### src/rtl/io_cfg_bank_ctrl.sv
// Configuration bank write controller: one SETUP / PULSE / HOLD wordline sequence per accepted word.
// Define IO_CFG_PARITY_EN to add the cfg_parity input and the sticky par_err output.
module io_cfg_bank_ctrl #(
  parameter int WL_PULSE = 2,
  parameter int NUM_WL   = 8
) (
  input  logic              prog_clk,
  input  logic              prog_rst_n,
  input  logic              cfg_valid,
  output logic              cfg_ready,
  input  logic [2:0]        cfg_addr,
  input  logic [7:0]        cfg_data,
  input  logic              cfg_last,
`ifdef IO_CFG_PARITY_EN
  input  logic              cfg_parity,
  output logic              par_err,
`endif
  output logic [0:7]        bl,
  output logic [0:NUM_WL-1] wl,
  output logic              busy,
  output logic              done,
  output logic              addr_err
);

  typedef enum logic [1:0] {IDLE, SETUP, PULSE, HOLD} state_t;

  localparam logic [3:0] NUM_WL_L = 4'(NUM_WL);
  localparam logic [3:0] PULSE_LAST = 4'(WL_PULSE - 1);

  state_t            state_reg;
  logic [3:0]        cnt_reg;
  logic              last_reg;
  logic              ready_reg;
  logic              busy_reg;
  logic              done_reg;
  logic              addr_err_reg;
  logic [0:7]        bl_reg;
  logic [0:NUM_WL-1] wl_reg;
  logic [0:NUM_WL-1] sel_reg;
  logic [0:NUM_WL-1] sel_dec;
  logic [0:7]        bl_pat;
  logic              word_bad;
  logic              addr_oor;
  logic              accept;

`ifdef IO_CFG_PARITY_EN
  logic par_err_reg;
  assign word_bad = (cfg_parity != ^cfg_data);
  assign par_err  = par_err_reg;
`else
  assign word_bad = 1'b0;
`endif

  assign accept   = cfg_valid && ready_reg;
  assign addr_oor = ({1'b0, cfg_addr} >= NUM_WL_L);

  // cfg_addr is 3 bits, so NUM_WL is at most 8; out-of-range or rejected words decode to all-zero
  generate
    for (genvar gi = 0; gi < NUM_WL; gi++) begin : g_dec
      assign sel_dec[gi] = (cfg_addr == 3'(gi)) && !word_bad;
    end
    for (genvar gi = 0; gi < 8; gi++) begin : g_bl
      assign bl_pat[gi] = cfg_data[gi];
    end
  endgenerate

  always_ff @(posedge prog_clk) begin
    if (!prog_rst_n) begin
      state_reg    <= IDLE;
      cnt_reg      <= '0;
      last_reg     <= 1'b0;
      ready_reg    <= 1'b0;
      busy_reg     <= 1'b0;
      done_reg     <= 1'b0;
      addr_err_reg <= 1'b0;
      bl_reg       <= '0;
      wl_reg       <= '0;
      sel_reg      <= '0;
`ifdef IO_CFG_PARITY_EN
      par_err_reg  <= 1'b0;
`endif
    end else begin
      case (state_reg)
        IDLE: begin
          if (accept) begin
            state_reg <= SETUP;
            ready_reg <= 1'b0;
            busy_reg  <= 1'b1;
            bl_reg    <= bl_pat;
            sel_reg   <= sel_dec;
            last_reg  <= cfg_last;
            if (addr_oor) addr_err_reg <= 1'b1;
`ifdef IO_CFG_PARITY_EN
            if (word_bad) par_err_reg <= 1'b1;
`endif
          end else begin
            ready_reg <= !done_reg;
          end
        end
        SETUP: begin
          state_reg <= PULSE;
          cnt_reg   <= '0;
          wl_reg    <= sel_reg;
        end
        PULSE: begin
          if (cnt_reg == PULSE_LAST) begin
            state_reg <= HOLD;
            cnt_reg   <= '0;
            wl_reg    <= '0;
          end else begin
            cnt_reg <= cnt_reg + 4'd1;
          end
        end
        HOLD: begin
          state_reg <= IDLE;
          busy_reg  <= 1'b0;
          bl_reg    <= '0;
          if (last_reg) done_reg <= 1'b1;
          ready_reg <= !(done_reg || last_reg);
        end
        default: state_reg <= IDLE;
      endcase
    end
  end

  assign cfg_ready = ready_reg;
  assign bl        = bl_reg;
  assign wl        = wl_reg;
  assign busy      = busy_reg;
  assign done      = done_reg;
  assign addr_err  = addr_err_reg;

endmodule

### config.mk
export PLATFORM = sky130hd
export DESIGN_NAME = io_cfg_bank_ctrl
export DESIGN_NICKNAME = d
export VERILOG_FILES = /design/src/rtl/io_cfg_bank_ctrl.sv
export SDC_FILE = /design/constraint.sdc
export NUM_CORES = 1
export LEC_CHECK = 0
export BUFFER_PORTS_ARGS = -buffer_cell sky130_fd_sc_hd__buf_4
export CAP_MARGIN = 20
export CORE_UTILIZATION = 45
export DETAILED_ROUTE_END_ITERATION = 8
export PLACE_DENSITY = 0.69
export SETUP_SLACK_MARGIN = 0.05
export SLEW_MARGIN = 20
export SYNTH_ARGS = -nofsm -noshare
export SYNTH_HDL_FRONTEND = slang
export SYNTH_SLANG_ARGS = --single-unit
export TNS_END_PERCENT = 50
### constraint.sdc
create_clock -name prog_clk -period 2.04 [get_ports prog_clk]
set_input_delay 0.204 -clock prog_clk [delete_from_list [all_inputs] [get_ports prog_clk]]
set_output_delay 0.204 -clock prog_clk [all_outputs]
set_load 0.01 [all_outputs]
==> qor.yml, run 1 <==
timing:
  fin_crit_ps: 1580
  fmax_ghz: 0.635
  hold_violations: 0
  slew_headroom: 0.648
  finalSetupTns_ps: 0
  maxSlewViolCount: 0
  fin_skew_ps: 13.2
  worst_pin_slew_ps: 527
  setup_violations: 0
  rsz0062_at_grt: "no"
  post-route-period-util: 0.773
synth:
  synth_area_leaders: "dfxtp_1, a21boi_0, nand2_1"
  synth.top_cell.area_share: 0.458
  syn_area_per_cell_sq_um: 9.22
  syn_area_sq_um: 1490
  netlist_instances: 161
  syn_nets: 182
  ys_ff_latch: 34
  ys_types: 32
  yosysWarnings: 0
  synth-seq-area-share: 0.458
  yosys.area.top_type: "dfxtp_1"
worst_hold_path:
  worstHoldPathCells: 3
  hold_path_class: "input pin to flop"
global_route:
  grt_max_degree: 36
  grt_antenna_before_repair: 0
  grt_pass1_vias: 1152
  grt_pass1_wl_microns: 5160
  gr-usage-all-layers: 0.197
  grt_overflow: 0
clocking:
  clock_latency_ps: 330
  cts-htree-levels: 2
  cts_max_path_buffers: 2
  post_cts_resized: 0
  ctsHoldBuffers: 0
  post_cts_buffers: 0
  path_clk_slew_ps: 110
  clock_sinks: 34
  cts_buffers: 5
  cts_tree: "built"
  cts-root-buf: "clkbuf_4"
placed_design:
  dp.cells: 227
  place.gp.congestion: 0.741
  placed_cell_area_sq_um: 1750
  place.port_buffers: 33
  hpwl_microns: 2150
status:
  status: "finished, final reports clean"
power_and_ir_drop:
  ir_drop_uv: 474
  total_leakage_power_nw: 0.684
  power_density_nw_per_um2: 1030
  finalPower_mw: 1.85
floorplan:
  ioPinCount: 35
  dieHeight_microns: 59.5
  die_w_microns: 59.5
  core-area_sq_um: 3100
  initial_core_util: 0.479
  die_area_sq_um: 3530
  num_rows: 20
critical_path:
  crit_fanout: 8
  cp.arrival_ps: 1830
  required_ps: 2290
  crit_path_start_kind: "flop"
  cp-end-kind: "flop"
  path_class: "flop to flop"
  r2r_cells: 5
detailed_routing:
  via_per_inst: 5.12
  drcViolationCount: 0
  wire_per_inst_microns: 12.9
  ant_nets: 0
  first_iter_violations: 53
  dr.pass1.iters: 3
  vias: 1199
  routed_wl_microns: 3010
final_layout:
  layout.cells.non_filler: 234
  nets: 211
  area_delta_synth_final_pct: 20.8
  diodes: 0
  layout-drive-gt1-share: 0.226
  design_area_sq_um: 1790
  utilization: 0.578
flow_run:
  max_cap_viol_count: 0
## critical path, cell delays in order, from the launching register on
cell      delay, ps
dfxtp_1         410
inv_1            80
ha_1            270
nor2b_1         450
nand2_1         110
a21boi_0        180
## worst paths after layout
| check | slack (ps) | to | start |
|---|---|---|---|
| max | 460 | wl[2] | state_reg[0] |
| min | 130 | bl[1] | cfg_data[1] |
| max reg2reg | 460 | wl[2] | state_reg[0] |
| min reg2reg | 460 | sel_reg[2] | sel_reg[2] |
## power breakdown
part	leakage (nW)	switching [mW]	total (mW)	internal [mW]
sequential	0.276	0.0794	0.833	0.754
clock	0.0308	0.216	0.340	0.124
combinational	0.378	0.389	0.674	0.285
## routing by layer
metal | wire length, microns | track usage
met1 | 1440 | 0.238
met2 | 1400 | 0.331
met3 | 125 | 0.0437
met4 | 44 | 0.0918
met5 | 0 | 0
## final cells by class
| type | count | area, sq um |
|---|---|---|
| sequential | 34 | 681 |
| tap | 44 | 55.1 |
| fill | 314 | 1310 |
| inverter | 5 | 18.8 |
| clock buffer | 5 | 37.5 |
| timing repair buffer | 34 | 255 |
| multi-input combinational | 110 | 737 |
| clock inverter | 2 | 10.0 |
## synth_stat cells
cell type	instances
a21boi_0	18
mux2i_1	1
o221a_2	1
or4b_1	1
nand3_2	1
nor2b_1	10
xnor2_1	1
o21a_1	2
ha_1	6
nor3b_1	4
nand4b_1	3
nand2b_1	2
and4b_1	1
dfxtp_1	34
nand3b_1	1
nand3_1	10
a21oi_1	3
nand4_1	2
buf_4	1
o21ai_0	1
xor2_1	2
nor2_1	2
a32oi_1	8
nand2_1	24
nand4bb_1	1
or3b_1	1
a21boi_1	1
conb_1	1
o211ai_1	1
inv_1	5
and3_1	1
clkbuf_1	11
## per-stage QoR
step / setup slack [ps] / hold WS [ps]
5_1_grt: 291 / 131
3_3_place_gp: 574 / 450
6_report: 464 / 127
3_5_place_dp: 489 / 458
4_1_cts: 467 / 119
2_1_floorplan: 603 / 349
## logic make-up after synthesis
group / after synthesis / share of synthesized area
AO/OA/AOI/OAI: 35 / 0.179
XOR/XNOR: 3 / 0.0177
adder cells (fa/ha/maj): 6 / 0.0505
buffers and inverters: 17 / 0.0455
flip-flops: 34 / 0.458
multiplexers: 1 / 0.00674
other: 1 / 0.00252
AND/OR/NAND/NOR: 64 / 0.239
## cell usage in the layout (no fill, tap or decap)
cell       instances
a21boi_0          18
a21boi_1           1
a21oi_1            3
a32oi_1            8
and3_1             1
and4b_1            1
buf_4             34
clkbuf_4           5
clkinv_2           2
conb_1             1
dfxtp_1           34
ha_1               6
inv_1              5
mux2i_1            1
nand2_1           24
nand2b_1           2
nand3_1           10
nand3_2            1
nand3b_1           1
nand4_1            2
nand4b_1           3
nand4bb_1          1
nor2_1             2
nor2b_1           10
nor3b_1            4
o211ai_1           1
o21a_1             2
o21ai_0            1
o221a_2            1
or3b_1             1
or4b_1             1
xnor2_1            1
xor2_1             2
Power figures use the tool's default switching activity.
==> run 2, diff against run 1 <==
ABC_AREA = 1   (was unset)
PLACE_DENSITY = 0.72   (was 0.69)
clock period = 1.3 ns   (was 2.04 ns; I/O delays follow)
==> run 2 against run 1 <==
Against the previous run:
- highest routed layer unchanged
- first-iteration DRC count decreased by 32%
- critical path type unchanged
- critical endpoint is now sel_reg[1]
- synthesized cell count is 9.9% higher
- global-route usage is 0.47 points higher
- clock-buffer cell count rose by 1
- sequential share of layout area fell by 1.7 points
- via count rose by 9.8%
==> qor.yml, run 2 <==
global_route:
  grt_pass1_vias: 1252  # was 1,152
  grt_antenna_before_repair: 0  # unchanged
  grt_max_degree: 19  # was 36
  grt_pass1_wl_microns: 5180  # was 5160 microns
  grt_overflow: 0  # unchanged
  gr-usage-all-layers: 0.202  # was 0.197
placed_design:
  place.port_buffers: 33  # unchanged
  place_ws_ps: -38.2  # was 489 ps
  place.gp.congestion: 0.729  # was 0.741
  hpwl_microns: 2220  # was 2150 microns
  placed_cell_area_sq_um: 1740  # was 1750 sq um
critical_path:
  crit_fanout: 7  # was 8
  r2r-end: "sel_reg[1]"  # was wl[2]
  cp-end-kind: "flop"  # unchanged
  path_cells: "inv_2, ha_4, inv_4, nor2_8, buf_6, nand4_1, a21oi_2"  # was inv_1, ha_1, nor2b_1, nand2_1, a21boi_0
  reg2reg_slack_ps: 30  # was 460 ps
  r2r_cells: 7  # was 5
  cp_top_family: "flip-flops"  # was simple AND/OR/NAND/NOR gates
  required_ps: 1580  # was 2290 ps
  path_class: "flop to flop"  # unchanged
  cp.arrival_ps: 1550  # was 1830 ps
  critPathMaxStageDelay_ps: 350  # was 450 ps
  slowest_stage: "dfxtp_2"  # was nor2b_1
  r2r-start: "state_reg[1]"  # was state_reg[0]
  crit_buf_inv: 3  # was 1
  crit_path_start_kind: "flop"  # unchanged
clocking:
  ctsHoldBuffers: 0  # unchanged
  clock_latency_ps: 340  # was 330 ps
  cts_buffers: 5  # unchanged
  cts-htree-levels: 2  # unchanged
  cts-root-buf: "clkbuf_4"  # unchanged
  cts_tree: "built"  # unchanged
  path_clk_slew_ps: 100  # was 110 ps
  clock_sinks: 34  # unchanged
  cts_max_path_buffers: 2  # unchanged
synth:
  synth_edf_count: 0  # unchanged
  ys.flop_type: "dfxtp_1"  # unchanged
  syn_area_per_cell_sq_um: 8.09  # was 9.22 sq um
  synth_common_cells: "dfxtp_1, nand2_1, a21oi_1"  # was dfxtp_1, nand2_1, a21boi_0
  yosys.area.top_type: "dfxtp_1"  # unchanged
  syn_area_sq_um: 1430  # was 1490 sq um
  synth.top_cell.area_share: 0.476  # was 0.458
  netlist_instances: 177  # was 161
  synth-seq-area-share: 0.476  # was 0.458
  synth_area_leaders: "dfxtp_1, a21oi_1, nand3_1"  # was dfxtp_1, a21boi_0, nand2_1
  syn_nets: 198  # was 182
  yosysWarnings: 0  # unchanged
  ys_types: 23  # was 32
  async_flop_share: 0  # unchanged
  yosysMostFrequentCell: "dfxtp_1"  # unchanged
  ys_ff_latch: 34  # unchanged
final_layout:
  design_area_sq_um: 1890  # was 1790 sq um
  final_cell_mix: "buf_4, dfxtp_1, nand2_1, nand3_1, a21oi_1"  # was dfxtp_1, buf_4, nand2_1, a21boi_0
  nFillCells: 266  # was 314
  ff_latch_area_sq_um: 686  # was 681 sq um
  nets: 240  # was 211
  multi_input_area_sq_um: 683  # was 737 sq um
  area_delta_synth_final_pct: 32.2  # was 20.8%
  final_common_cell: "buf_4"
  layout-drive-gt1-share: 0.311  # was 0.226
  diodes: 0  # unchanged
  utilization: 0.625  # was 0.578
power_and_ir_drop:
  total_leakage_power_nw: 0.790  # was 0.684 nW
  ir_drop_uv: 1030  # was 474 uV
  swShare: 0.352  # was 0.371
  finalPower_mw: 3.41  # was 1.85 mW
  p_seq_frac: 0.379  # was 0.451
  switchingPower_mw: 1.20  # was 685 uW
  power_density_nw_per_um2: 1800  # was 1030 nW/um^2
  combinationalPowerShare: 0.386  # was 0.365
  pwr-share-clk: 0.235  # was 0.184
  p_int_mw: 2.21  # was 1.16 mW
floorplan:
  core-area_sq_um: 3030  # was 3100 sq um
  die_w_microns: 58.4  # was 59.5 microns
  dieHeight_microns: 58.4  # was 59.5 microns
  ioPinCount: 35  # unchanged
  initial_core_util: 0.473  # was 0.479
  num_rows: 20  # unchanged
  die_area_sq_um: 3410  # was 3530 sq um
timing:
  fin_crit_ps: 1270  # was 1580 ps
  maxSlewViolCount: 0  # unchanged
  fin_skew_ps: 9.17  # was 13.2 ps
  post-route-period-util: 0.977  # was 0.773
  rsz0062_at_grt: "yes"  # was no
  fmax_ghz: 0.787  # was 0.635 GHz
  layout_setup_ws_ps: 29.3  # was 464 ps
  hold_violations: 0  # unchanged
  setup_violations: 0  # unchanged
worst_hold_path:
  holdPathEnd: "last_reg"  # was bl[1]
  hp-start: "cfg_last"  # was cfg_data[1]
  worstHoldPathCells: 3  # unchanged
  hold_path_class: "input pin to flop"  # unchanged
detailed_routing:
  drcViolationCount: 0  # unchanged
  first_iter_violations: 36  # was 53
  via_per_inst: 5.01  # was 5.12
  vias: 1317  # was 1,199
  routed_wl_microns: 3070  # was 3010 microns
  wire_per_inst_microns: 11.7  # was 12.9 microns
  dr.pass1.iters: 4  # was 3
  ant_nets: 0  # unchanged
flow_run:
  max_cap_viol_count: 0  # unchanged
status:
  status: "finished, final reports clean"  # unchanged
==> run 2: changes by cell type after synthesis, sizes merged, moves of 8 or more <==
cell	delta
nor2b	-10
nand3	+16
a21boi	-19
a32oi	-8
clkbuf	-10
nor2	+11
a21oi	+25
inv	+8
==> run 2: kinds of logic (layout without fill, tap and decap cells) <==
group                    count (synthesis)  after routing  synth area share
other                                    1              1           0.00262
adder cells (fa/ha/maj)                  6              6            0.0524
flip-flops                              34             34             0.476
buffers and inverters                   21             63            0.0752
AO/OA/AOI/OAI                           32             32             0.112
XOR/XNOR                                 3              3            0.0184
AND/OR/NAND/NOR                         80             80             0.264
==> run 2: area by class of cell <==
class	instances	area share
multi-input combinational	122	0.361
tap	44	0.0291
inverter	15	0.0357
timing repair buffer	41	0.169
clock buffer	6	0.0271
sequential	34	0.362
clock inverter	1	0.0159
==> run 2: worst max-delay path by stage <==
stage | cells after the start | to | start | slack [ps]
floorplan | 8 | last_reg | state_reg[0] | 50
global placement | 7 | sel_reg[1] | state_reg[1] | 30
detailed placement | 6 | bl[1] | state_reg[1] | -40
CTS | 6 | wl[5] | state_reg[0] | 40
global route | 7 | sel_reg[1] | state_reg[1] | -20
finish | 7 | sel_reg[1] | state_reg[1] | 30
==> run 2: worst min-delay path, delay by kind of cell <==
kind,cells,cell delay (ps)
buf+inv,1,80
simple gates,2,130
==> run 2: power groups by stage <==
| stage | Sequential [mW] | Combinational, mW | Clock, mW |
|---|---|---|---|
| floorplan | 1.31 | 0.786 | 0 |
| global placement | 1.28 | 1.06 | 0 |
| detailed placement | 1.29 | 1.11 | 0 |
| CTS | 1.28 | 1.23 | 0.823 |
| global route | 1.31 | 1.48 | 0.873 |
| finish | 1.29 | 1.32 | 0.802 |
==> run 2: layer usage <==
layer	up-vias	track usage	share of wire
met5	-	0	0
met4	0	0.0884	0.018
met3	5	0.0681	0.055
met2	32	0.348	0.49
met1	601	0.227	0.43
li1	679	-	-
==> run 2: repair_timing <==
action | in CTS | in global routing
gates resized for setup | 12 | 11
pin swaps | 3 | 5
setup endpoints to repair | 32 | 32
setup buffers | 1 | 1
==> run 2: per-stage QoR <==
step                setup TNS (ps)  hold slack [ps]  instances
floorplan                        0              251        177
global placement                 0              370        254
detailed placement            -349              379        254
CTS                              0             16.8        262
global route                 -39.8             44.6        263
finish                           0             27.5        263
==> run 3, diff against run 2 <==
CORE_UTILIZATION = 35   (was 45)
PLACE_DENSITY = unset   (was 0.72)
==> run 3 against run 2 <==
Against the previous run:
- hold slack improved by 72 ps
- non-clock buffer count increased by 1
- clock skew decreased by 1.9 ps
- power increased by 8.6%
- fmax increased by 2.9%
- via count decreased by 1.6%
- final cell count increased by 2.7%
- global-route usage decreased by 3.6 points
- worst setup slack improved by 36 ps
- critical path type unchanged
==> qor.yml, run 3 (same netlist as run 2, synthesis figures left out) <==
worst_hold_path:
  hold_path_class: "input pin to flop"  # unchanged
  worstHoldPathCells: 3  # unchanged
flow_run:
  max_cap_viol_count: 0  # unchanged
floorplan:
  die_area_sq_um: 4350  # was 3410 sq um
  dieHeight_microns: 66.0  # was 58.4 microns
  core-area_sq_um: 3800  # was 3030 sq um
  die_w_microns: 66.0  # was 58.4 microns
  initial_core_util: 0.377  # was 0.473
  ioPinCount: 35  # unchanged
  num_rows: 22  # was 20
detailed_routing:
  routed_wl_microns: 3170  # was 3070 microns
  wire_per_inst_microns: 11.8  # was 11.7 microns
  dr.pass1.iters: 4  # unchanged
  via_per_inst: 4.80  # was 5.01
  ant_nets: 0  # unchanged
  drcViolationCount: 0  # unchanged
  first_iter_violations: 63  # was 36
  vias: 1296  # was 1,317
clocking:
  ctsHoldBuffers: 0  # unchanged
  clock_latency_ps: 280  # was 340 ps
  cts-htree-levels: 2  # unchanged
  cts-root-buf: "clkbuf_8"  # was clkbuf_4
  clock_sinks: 34  # unchanged
  cts_max_path_buffers: 2  # unchanged
  cts_tree: "built"  # unchanged
  path_clk_slew_ps: 70  # was 100 ps
  cts_buffers: 5  # unchanged
timing:
  post-route-period-util: 0.950  # was 0.977
  fin_skew_ps: 7.30  # was 9.17 ps
  hold_violations: 0  # unchanged
  setup_violations: 0  # unchanged
  fmax_ghz: 0.810  # was 0.787 GHz
  maxSlewViolCount: 0  # unchanged
  timing.hold.ws_ps: 99.4  # was 27.5 ps
  rsz0062_at_grt: "yes"  # unchanged
  fin_crit_ps: 1230  # was 1270 ps
critical_path:
  cp.arrival_ps: 1400  # was 1550 ps
  r2r_cells: 4  # was 7
  crit_path_start_kind: "flop"  # unchanged
  reg2reg_slack_ps: 70  # was 30 ps
  path_class: "flop to flop"  # unchanged
  crit_fanout: 9  # was 7
  required_ps: 1470  # was 1580 ps
  cp-end-kind: "flop"  # unchanged
global_route:
  grt_antenna_before_repair: 0  # unchanged
  grt_overflow: 0  # unchanged
  grt_pass1_wl_microns: 5440  # was 5180 microns
  grt_pass1_vias: 1217  # was 1,252
  gr-usage-all-layers: 0.166  # was 0.202
  grt_max_degree: 19  # unchanged
placed_design:
  place.gp.congestion: 0.796  # was 0.729
  dp.cells: 258  # was 254
  place.port_buffers: 33  # unchanged
  hpwl_microns: 2170  # was 2220 microns
power_and_ir_drop:
  ir_drop_uv: 924  # was 1030 uV
  power_density_nw_per_um2: 1830  # was 1800 nW/um^2
  finalPower_mw: 3.70  # was 3.41 mW
  total_leakage_power_nw: 0.812  # was 0.790 nW
final_layout:
  area_delta_synth_final_pct: 41.3  # was 32.2%
  layout-drive-gt1-share: 0.347  # was 0.311
  utilization: 0.533  # was 0.625
  nets: 242  # was 240
  diodes: 0  # unchanged
  nFillCells: 367  # was 266
  final_common_cell: "buf_4"  # unchanged
  final_cell_mix: "buf_4, dfxtp_1, nand2_1, a21oi_1, nand3_1"  # was buf_4, dfxtp_1, nand2_1, nand3_1, a21oi_1
  layout.cells.non_filler: 270  # was 263
status:
  status: "finished, final reports clean"  # unchanged
## run 3: changes by cell type in the layout (fill, tap and decap cells not counted), sizes merged
cell / change
buf: +1
nor2: +1
clkbuf: +1
## run 3: path summary, 6_finish.rpt
kind | startpoint | to
worst max-delay path | state_reg[1] | bl[0]
worst min-delay path | cfg_last | last_reg
worst max register to register | state_reg[1] | bl[0]
worst min register to register | sel_reg[1] | sel_reg[1]
## run 3: metal layers
| layer | share of wire | global-route usage |
|---|---|---|
| met4 | 0.011 | 0.0638 |
| met2 | 0.46 | 0.258 |
| met3 | 0.050 | 0.0534 |
| met5 | 0 | 0 |
| met1 | 0.48 | 0.213 |
## run 3: layout make-up
cell class / instances / area (sq um) / share of cell area
tap: 48 / 60.1 / 0.0297
inverter: 15 / 77.6 / 0.0383
clock inverter: 1 / 30.0 / 0.0148
timing repair buffer: 42 / 357 / 0.176
sequential: 34 / 686 / 0.339
multi-input combinational: 123 / 737 / 0.364
clock buffer: 7 / 76.3 / 0.0377
## run 3: stage by stage
step	setup TNS (ps)	cell area [sq um]	worst slack, ps
floorplan	0	1440	46.9
global placement	-217	1770	-26.1
detailed placement	-139	1770	-21.6
CTS	0	1910	31.5
global route	-55.2	2020	-22.7
finish	0	2020	65.6
## run 3: power by group
part	internal [mW]	switching, mW	total (mW)
Sequential	1.19	0.108	1.30
Combinational	0.659	0.806	1.47
Clock	0.573	0.365	0.939
Total	2.42	1.28	3.70
## run 3: timing repair
item | CTS | global route
setup buffers | 1 | 2
hold endpoints to repair | 0 | 0
pin swaps | 1 | 6
gates resized for setup | 7 | 27
cloned | 1 | 0
setup endpoints to repair | 30 | 32
## run 3: worst max-delay path, cell delays in order (launching register included)
cell      delay (ps)
dfxtp_2          360
ha_1             230
clkinv_1         270
nand3_1          190
a21oi_1           70
